## config.mk

```make
export PLATFORM = sky130hd
export DESIGN_NAME = uart_tx_ctrl
export DESIGN_NICKNAME = d
export VERILOG_FILES = /design/src/rtl/uart_pkg.sv /design/src/rtl/uart_baud_cnt.sv /design/src/rtl/uart_tx_ctrl.sv
export SDC_FILE = /design/constraint.sdc
export NUM_CORES = 1
export LEC_CHECK = 0
export BUFFER_PORTS_ARGS = -buffer_cell sky130_fd_sc_hd__buf_2
export CAP_MARGIN = 10
export CORE_MARGIN = 10
export CORE_UTILIZATION = 45
export CTS_CLUSTER_DIAMETER = 80
export CTS_CLUSTER_SIZE = 10
export DETAILED_ROUTE_END_ITERATION = 12
export PLACE_DENSITY = 0.66
export SKIP_LAST_GASP = 1
export SYNTH_ARGS = -nofsm -noshare
export SYNTH_HDL_FRONTEND = slang
export SYNTH_HIERARCHICAL = 1
export SYNTH_SLANG_ARGS = --single-unit
```

## constraint.sdc

```tcl
create_clock -name clk_i -period 6.3 [get_ports clk_i]
set_input_delay 0.945 -clock clk_i [delete_from_list [all_inputs] [get_ports clk_i]]
set_output_delay 0.945 -clock clk_i [all_outputs]
set_load 0.005 [all_outputs]
```

## src/rtl/uart_pkg.sv

```systemverilog
// Shared state encoding and default constants for the UART transmit path.
package uart_pkg;

  localparam int UART_WIDTH        = 8;
  localparam int UART_CLKS_PER_BIT = 16;

  typedef enum logic [2:0] {
    TX_IDLE,
    TX_FETCH,
    TX_WAIT,
    TX_START,
    TX_DATA,
    TX_PARITY,
    TX_STOP
  } tx_state_t;

  // States that put a timed bit on the line.
  function automatic logic is_bit_state(tx_state_t s);
    return (s == TX_START) || (s == TX_DATA) || (s == TX_PARITY) || (s == TX_STOP);
  endfunction

endpackage

```

## src/rtl/uart_baud_cnt.sv

```systemverilog
// Bit-period down-counter: reload starts a new bit, bit_end marks its last clock.
module uart_baud_cnt
  import uart_pkg::*;
#(
  parameter int CLKS_PER_BIT = UART_CLKS_PER_BIT
) (
  input  logic                            clk_i,
  input  logic                            rst_i,
  input  logic                            load_i,
  output logic [$clog2(CLKS_PER_BIT)-1:0] cnt_o,
  output logic                            bit_end_o
);

  localparam int CNT_W = $clog2(CLKS_PER_BIT);

  // NOTE: sequential state uses <= so every register samples pre-edge values.
  always_ff @(posedge clk_i or posedge rst_i) begin
    if (rst_i) begin
      cnt_o <= '0;
    end else if (load_i) begin
      cnt_o <= CNT_W'(CLKS_PER_BIT - 1);
    end else if (cnt_o != '0) begin
      cnt_o <= cnt_o - 1'b1;
    end
  end

  assign bit_end_o = (cnt_o == '0);

endmodule

```

## src/rtl/uart_tx_ctrl.sv

```systemverilog
// UART transmit controller: pops bytes from the TX FIFO and serialises them.
// Define UART_TX_PARITY_EN to insert a parity bit between data and stop bits.
module uart_tx_ctrl
  import uart_pkg::*;
#(
  parameter int WIDTH        = UART_WIDTH,
  parameter int CLKS_PER_BIT = UART_CLKS_PER_BIT,
  parameter int STOP_BITS    = 1
) (
  input  logic             clk_i,
  input  logic             rst_i,
  input  logic             enable_i,
  input  logic             parity_odd_i,
  input  logic             fifo_empty_i,
  input  logic             fifo_d_ready_i,
  input  logic [WIDTH-1:0] fifo_rdata_i,
  output logic             fifo_re_o,
  output logic             fifo_tr_bz_o,
  output logic             txd_o,
  output logic             busy_o,
  output logic             done_o
);

  localparam int CNT_W = $clog2(CLKS_PER_BIT);
  localparam int IDX_W = $clog2(WIDTH + 1);
  localparam logic [IDX_W-1:0] LAST_DATA = IDX_W'(WIDTH - 1);
  localparam logic [IDX_W-1:0] LAST_STOP = IDX_W'(STOP_BITS - 1);

  tx_state_t        state_q, state_d;
  logic [WIDTH-1:0] shreg_q, shreg_d;
  logic [IDX_W-1:0] idx_q, idx_d;
  logic [CNT_W-1:0] cnt;
  logic             bit_end;
  logic             load;
  logic             start_ok;
  logic             par_bit;
  logic             txd_d, busy_d, done_d;

  assign start_ok = enable_i && !fifo_empty_i;

`ifdef UART_TX_PARITY_EN
  logic par_q;

  // Data parity is captured with the byte; odd/even selection is applied on output.
  always_ff @(posedge clk_i or posedge rst_i) begin
    if (rst_i) begin
      par_q <= 1'b0;
    end else if (state_q == TX_WAIT && fifo_d_ready_i) begin
      par_q <= ^fifo_rdata_i;
    end
  end

  assign par_bit = par_q ^ parity_odd_i;
`else
  logic unused_parity_odd;

  assign unused_parity_odd = parity_odd_i;
  assign par_bit           = 1'b0;
`endif

  uart_baud_cnt #(
    .CLKS_PER_BIT(CLKS_PER_BIT)
  ) u_baud_cnt (
    .clk_i    (clk_i),
    .rst_i    (rst_i),
    .load_i   (load),
    .cnt_o    (cnt),
    .bit_end_o(bit_end)
  );

  // Reload on entry to every bit, whether from a non-bit state or at a bit boundary.
  assign load = is_bit_state(state_d) && (bit_end || !is_bit_state(state_q));

  always_ff @(posedge clk_i or posedge rst_i) begin
    if (rst_i) begin
      state_q <= TX_IDLE;
      shreg_q <= '0;
      idx_q   <= '0;
    end else begin
      state_q <= state_d;
      shreg_q <= shreg_d;
      idx_q   <= idx_d;
    end
  end

  always_comb begin
    // NOTE: defaults first so every path assigns every output; no latches are inferred.
    state_d = state_q;
    shreg_d = shreg_q;
    idx_d   = idx_q;
    case (state_q)
      TX_IDLE: begin
        if (start_ok) state_d = TX_FETCH;
      end
      TX_FETCH: begin
        state_d = TX_WAIT;
      end
      TX_WAIT: begin
        if (fifo_d_ready_i) begin
          shreg_d = fifo_rdata_i;
          state_d = TX_START;
        end else if (!fifo_empty_i) begin
          state_d = TX_FETCH;
        end else begin
          state_d = TX_IDLE;
        end
      end
      TX_START: begin
        if (bit_end) state_d = TX_DATA;
      end
      TX_DATA: begin
        if (bit_end) begin
          if (idx_q == LAST_DATA) begin
            idx_d = '0;
`ifdef UART_TX_PARITY_EN
            state_d = TX_PARITY;
`else
            state_d = TX_STOP;
`endif
          end else begin
            idx_d   = idx_q + 1'b1;
            shreg_d = shreg_q >> 1;
          end
        end
      end
      TX_PARITY: begin
        if (bit_end) state_d = TX_STOP;
      end
      TX_STOP: begin
        if (bit_end) begin
          if (idx_q == LAST_STOP) begin
            idx_d   = '0;
            state_d = start_ok ? TX_FETCH : TX_IDLE;
          end else begin
            idx_d = idx_q + 1'b1;
          end
        end
      end
      default: state_d = TX_IDLE;
    endcase
  end

  // Registered outputs are computed from the next state so they align with it.
  always_comb begin
    txd_d = 1'b1;
    case (state_d)
      TX_START:  txd_d = 1'b0;
      TX_DATA:   txd_d = shreg_d[0];
      TX_PARITY: txd_d = par_bit;
      default:   txd_d = 1'b1;
    endcase
    busy_d = (state_d != TX_IDLE);
    done_d = (state_q == TX_STOP) && (cnt == CNT_W'(1)) && (idx_q == LAST_STOP);
  end

  always_ff @(posedge clk_i or posedge rst_i) begin
    if (rst_i) begin
      txd_o  <= 1'b1;
      busy_o <= 1'b0;
      done_o <= 1'b0;
    end else begin
      txd_o  <= txd_d;
      busy_o <= busy_d;
      done_o <= done_d;
    end
  end

  assign fifo_re_o    = (state_q == TX_FETCH);
  assign fifo_tr_bz_o = !((state_q == TX_IDLE) || (state_q == TX_FETCH));

endmodule

```

After elaboration in Yosys (flattened, before gate mapping)

Index checks and enable logic that the tools add are counted.

Register bits after elaboration: 22
Output and inout port bits: 5
Logic and storage cells: 75

Add/sub/neg operators: 2
Equal/unequal tests: 16
Muxes and demuxes: 23
Reductions and logical operators: 26

Operators by type and width:

| kind                  | count |
|---|---|
| $mux W4               | 6 |
| $mux W8               | 3 |
| $mux W3               | 7 |
| $pmux W3 S7           | 1 |
| $eq A3 B3 Y1 const B  | 6 |
| $pmux W8 S2           | 1 |
| $eq A3 B2 Y1 const B  | 3 |
| $logic_not A4 Y1      | 2 |
| $logic_or A1 B1 Y1    | 8 |
| $ne A2 B2 Y1 const B  | 4 |
| $pmux W4 S2           | 1 |
| $reduce_bool A2 Y1    | 3 |
| $add A4 B1 Y4 const B | 1 |
| $eq A4 B1 Y1 const B  | 1 |
| $eq A4 B3 Y1 const B  | 1 |
| $logic_and A1 B1 Y1   | 4 |
| $reduce_and A4 Y1     | 1 |
| $reduce_bool A4 Y1    | 1 |
| $sub A4 B1 Y4 const B | 1 |
| $eq A3 B1 Y1 const B  | 1 |
| $logic_not A1 Y1      | 3 |
| $logic_not A3 Y1      | 1 |
| $reduce_and A3 Y1     | 1 |
| $reduce_bool A3 Y1    | 1 |
| 4 further kinds       | 5 |

Longest topological paths before layout

Word-level depth: 12
Gate-level depth with buffers: 11
Depth with buffers taken out: 10

By module

Netlist, hierarchy kept.

Modules (own cells, without submodules):

| module        | times used | cells an instance | area an instance (µm²) | seq. area each (µm²) |
|---|---|---|---|---|
| uart_tx_ctrl  | 1          | 103               | 1028.5                 | 451.7 |
| uart_baud_cnt | 1          | 22                | 224.0                  | 100.1 |

Worst setup path after synthesis

No wires, ideal clock.

Kind: flip-flop to flip-flop
From: register u_baud_cnt.cnt_o[0]
To: register u_baud_cnt.cnt_o[2]
Library setup time: 124 ps
Data arrival time: 2227 ps
Required time: 6176 ps
Path slack: 3949 ps
Cell stages (with the launch flop): 11
Cells stage by stage: dfrtp_1 > inv_1 > ha_1 > nor3b_2 > buf_2 > nor4bb_1 > o21ai_1 > a21oi_1 > o21ai_1 > o21a_1 > a211o_1

Cells in the longest elaborated chain, start to end: 9

Ends and longest elaborated chain:

| what                                                 | RTL line            | text |
|---|---|---|
| from (decl)                                          | uart_baud_cnt.sv:10 | `output logic [$clog2(CLKS_PER_BIT)-1:0] cnt_o,` |
| from (signal assigned)                               | uart_baud_cnt.sv:21 | `cnt_o <= CNT_W'(CLKS_PER_BIT - 1);` |
| from (signal assigned)                               | uart_baud_cnt.sv:23 | `cnt_o <= cnt_o - 1'b1;` |
| $logic_not A4 Y1 *                                   | uart_baud_cnt.sv:27 | `assign bit_end_o = (cnt_o == '0);` |
| named net bit_end                                    | uart_tx_ctrl.sv:33  | `logic bit_end;` |
| $mux W3, on equally long branches                    | n/a                 |  |
| $pmux W3 S7                                          | uart_tx_ctrl.sv:91  | `case (state_q)` |
| $eq A3 B2 Y1 / $eq A3 B3 Y1 (equally long branches)  | uart_pkg.sv:19      | `return (s == TX_START) \|\| (s == TX_DATA) \|\| (s == TX_PARITY) \|\| (s == TX_STOP);` |
| $logic_or A1 B1 Y1 (3 in a row)                      | uart_pkg.sv:19      |  |
| $logic_and A1 B1 Y1 *                                | uart_tx_ctrl.sv:72  | `assign load = is_bit_state(state_d) && (bit_end \|\| !is_bit_state(state_q));` |
| named net load                                       | uart_tx_ctrl.sv:34  | `logic load;` |
| $mux W4 / $reduce_bool A2 Y1 (equally long branches) | n/a                 |  |

Mark *: on every way through the listed nets, which the timed path passes. The rest lies on a longest branch. The select of a mux whose other input is x is not followed.
A chain may end at the register's enable or synchronous reset.

Worst setup path in the final report

Same ends and word-level chain as after synthesis.

==> flow_metrics.env <==
export IMPL_status="completed"
export IMPL_areaGrowthSynthToFinish_pct=10.49
export IMPL_ys_ff_latch=22
export IMPL_die_w_um=72.76
export IMPL_hold_viol=0
export IMPL_synth_distinct_cells=45
export IMPL_cp_top_family="simple AND/OR/NAND/NOR gates"
export IMPL_clock_root_buffer="clkbuf_4"
export IMPL_die_y_um=72.76
export IMPL_start_util_pct=46.21
export IMPL_antenna_found_initial=0
export IMPL_post_cts_buffers=0
export IMPL_startpoint="u_baud_cnt/cnt_o[0]"
export IMPL_viasPerCell=5.480
export IMPL_rows=19
export IMPL_fin_util_pct=51.06
export IMPL_drtIter0Drc=71
export IMPL_overflow=0
export IMPL_firstDrtPassIters=4
export IMPL_hold_ws_ns=0.4916
export IMPL_drc_errors=0
export IMPL_syn_area_per_cell_um2=10.02
export IMPL_grt_max_degree=19
export IMPL_final_nets=160
export IMPL_worst_slew_pin_slew_ns=0.8881
export IMPL_place_gp_congestion=0.7712
export IMPL_ant_nets=0
export IMPL_wirelength_um=2471
export IMPL_slew_headroom_pct=40.54
export IMPL_clockBufferDepth=2
export IMPL_syn_area_um2=1252
export IMPL_cts_sinks=22
export IMPL_cp_start_kind="flip-flop"
export IMPL_synth_main_ff_cell="dfrtp_1"
export IMPL_via_count=948
export IMPL_grt_pass1_wl_um=4429
export IMPL_worst_ep_arrival_time_ns=3.14
export IMPL_wl_per_cell_um=14.28
export IMPL_cts_hold_buf=0
export IMPL_synth_cells=125
export IMPL_slowest_stage="nor3b_2"
export IMPL_period_minus_slack_ns=2.938
export IMPL_ys_async_sr_fraction_pct=100.0
export IMPL_hpwl_um=1873
export IMPL_core_area_um2=2710
export IMPL_grt_use_total_pct=10.07
export IMPL_worst_skew_pair_late_latency_ns=0.30
export IMPL_worst_r2r_path_depth=9
export IMPL_cts_buffers=3
export IMPL_worstSetupPathDepth=9
export IMPL_clock_skew_ns=0.002327
export IMPL_io_pins=19
export IMPL_cp_num_buf_inv=1
export IMPL_crit_type="reg2reg"
export IMPL_critPathMaxStageDelay_ns=0.75
export IMPL_max_freq_mhz=340.4
export IMPL_htreeDepth=1
export IMPL_synth_enable_flop_cells=0
export IMPL_port_buffers=17
export IMPL_worstSetupEndpointType="flip-flop"
export IMPL_ctsResizeCount=0
export IMPL_finalSetupTns_ns=0
export IMPL_first_global_vias=1034
export IMPL_power_density_nw_per_um2=390.2
export IMPL_cp_cell_sequence="inv_1 -> ha_1 -> nor3b_2 -> nor4bb_1 -> o21ai_1 -> a21oi_1 -> o21ai_1 -> o21a_1 -> a211o_1"
export IMPL_crit_end="u_baud_cnt/cnt_o[2]"
export IMPL_r2r_end="u_baud_cnt/cnt_o[2]"
export IMPL_power_uw=540.0
export IMPL_cts_tree="built"
export IMPL_min_period_over_period_pct=46.63
export IMPL_die_area_um2=5293
export IMPL_hold_path_class="reg2reg"
export IMPL_setup_viol=0
export IMPL_worstReg2RegStart="u_baud_cnt/cnt_o[0]"
export IMPL_synth_nets=142
export IMPL_diodes=0
export IMPL_peakVddDrop_v=0.0002793
export IMPL_p_leak_nw=0.6933
export IMPL_path_clk_slew_ns=0.12
export IMPL_cp_max_fo=13
export IMPL_rsz0062_at_grt="false"
export IMPL_cp_data_required_time_ns=6.50
export IMPL_rrSetupSlack_ns=3.36
export IMPL_yosysWarnings=6
export IMPL_max_cap_violations=0
export IMPL_slew_viol_final=0
export IMPL_yosysSeqAreaShare_pct=44.06
export IMPL_worst_path_most_repeated_cell="o21ai_1"
export IMPL_layout_drive_gt1_share_pct=23.24
sequential cells by signal, indices dropped and copies added (netlist names):
signal	flops
done_o	1
idx_q	4
shreg_q	8
txd_o	1
u_baud_cnt/cnt_o	4
state_q	3
busy_o	1
power by group:
part | switching, mW | internal [mW] | total, mW
combinational | 0.109 | 0.105 | 0.214
sequential | 0.0542 | 0.194 | 0.248
clock | 0.0424 | 0.0352 | 0.0776
total | 0.206 | 0.334 | 0.540
layout make-up:
type                    count  area, um^2
clock buffers               4       36.28
fillers                   261        1326
inverters                  12       45.04
multi-input cells          86       619.3
flip-flops and latches     22       551.8
well taps                  31       38.79
repair buffers             18       92.59
stage by stage:
stage,setup slack (ns),cells,instance area (um^2)
CTS,3.393,173,1384
finish,3.362,173,1384
floorplan,3.949,125,1252
global route,3.037,173,1384
detailed placement,3.423,169,1348
global placement,3.417,169,1348
layout by cell type (no fill, tap or decap), types with 2 or more instances in the layout:
cell type  instances
a21oi_1            2
nand2_1           17
o21ai_1            5
nor4bb_1           2
nor2b_1            2
nor3_1             4
nor2_1             9
a21o_1             2
mux2i_1            2
ha_1               3
and3b_1            2
a211o_1            2
inv_1             12
a22oi_1            6
nand3_1            3
dfrtp_1           21
clkbuf_4           3
buf_2             17
per-layer routing:
metal  GRT usage [%]  share of wire (%)  vias up
met5               0                  0        -
met4           3.797               0.73        0
met3           2.721                5.3        2
met2           16.86                 49       15
met1           11.93                 45      458
li1                -                  -      473
tightest hold or removal path: stages (launching register included):
cell	delay [ns]
dfrtp_1	0.37
nand2_1	0.05
nand2_1	0.05
worst min path at each step:
stage	endpoint	startpoint	cells after the start	slack (ns)
global route	u_baud_cnt/cnt_o[3]	rst_i	2	0.51
CTS	shreg_q[1]	shreg_q[1]	2	0.49
floorplan	shreg_q[1]	shreg_q[1]	2	0.45
detailed placement	shreg_q[1]	shreg_q[1]	2	0.46
global placement	shreg_q[1]	shreg_q[1]	2	0.46
finish	shreg_q[2]	shreg_q[2]	2	0.49
Yosys cell counts, types with 3 or more instances:
cell type	instances	area, um^2
dfrtp_1	21	525.5
nand2_1	17	63.81
inv_1	12	45.04
nor2_1	9	33.78
a22oi_1	6	45.04
o21ai_1	5	25.02
nor3_1	4	20.02
ha_1	3	37.54
nand3_1	3	15.01
kinds of logic after synthesis:
logic type,Yosys count,synth area share (%)
DFF,22,44.06
buffers and inverters,17,6.493
muxes,4,3.397
and+or+nand+nor,49,23.38
xor gates and xnor gates,2,1.399
AOI/OAI and AO/OA,28,18.28
adders and majority gates,3,2.997
Note: power is estimated with default switching activity, not from simulation.
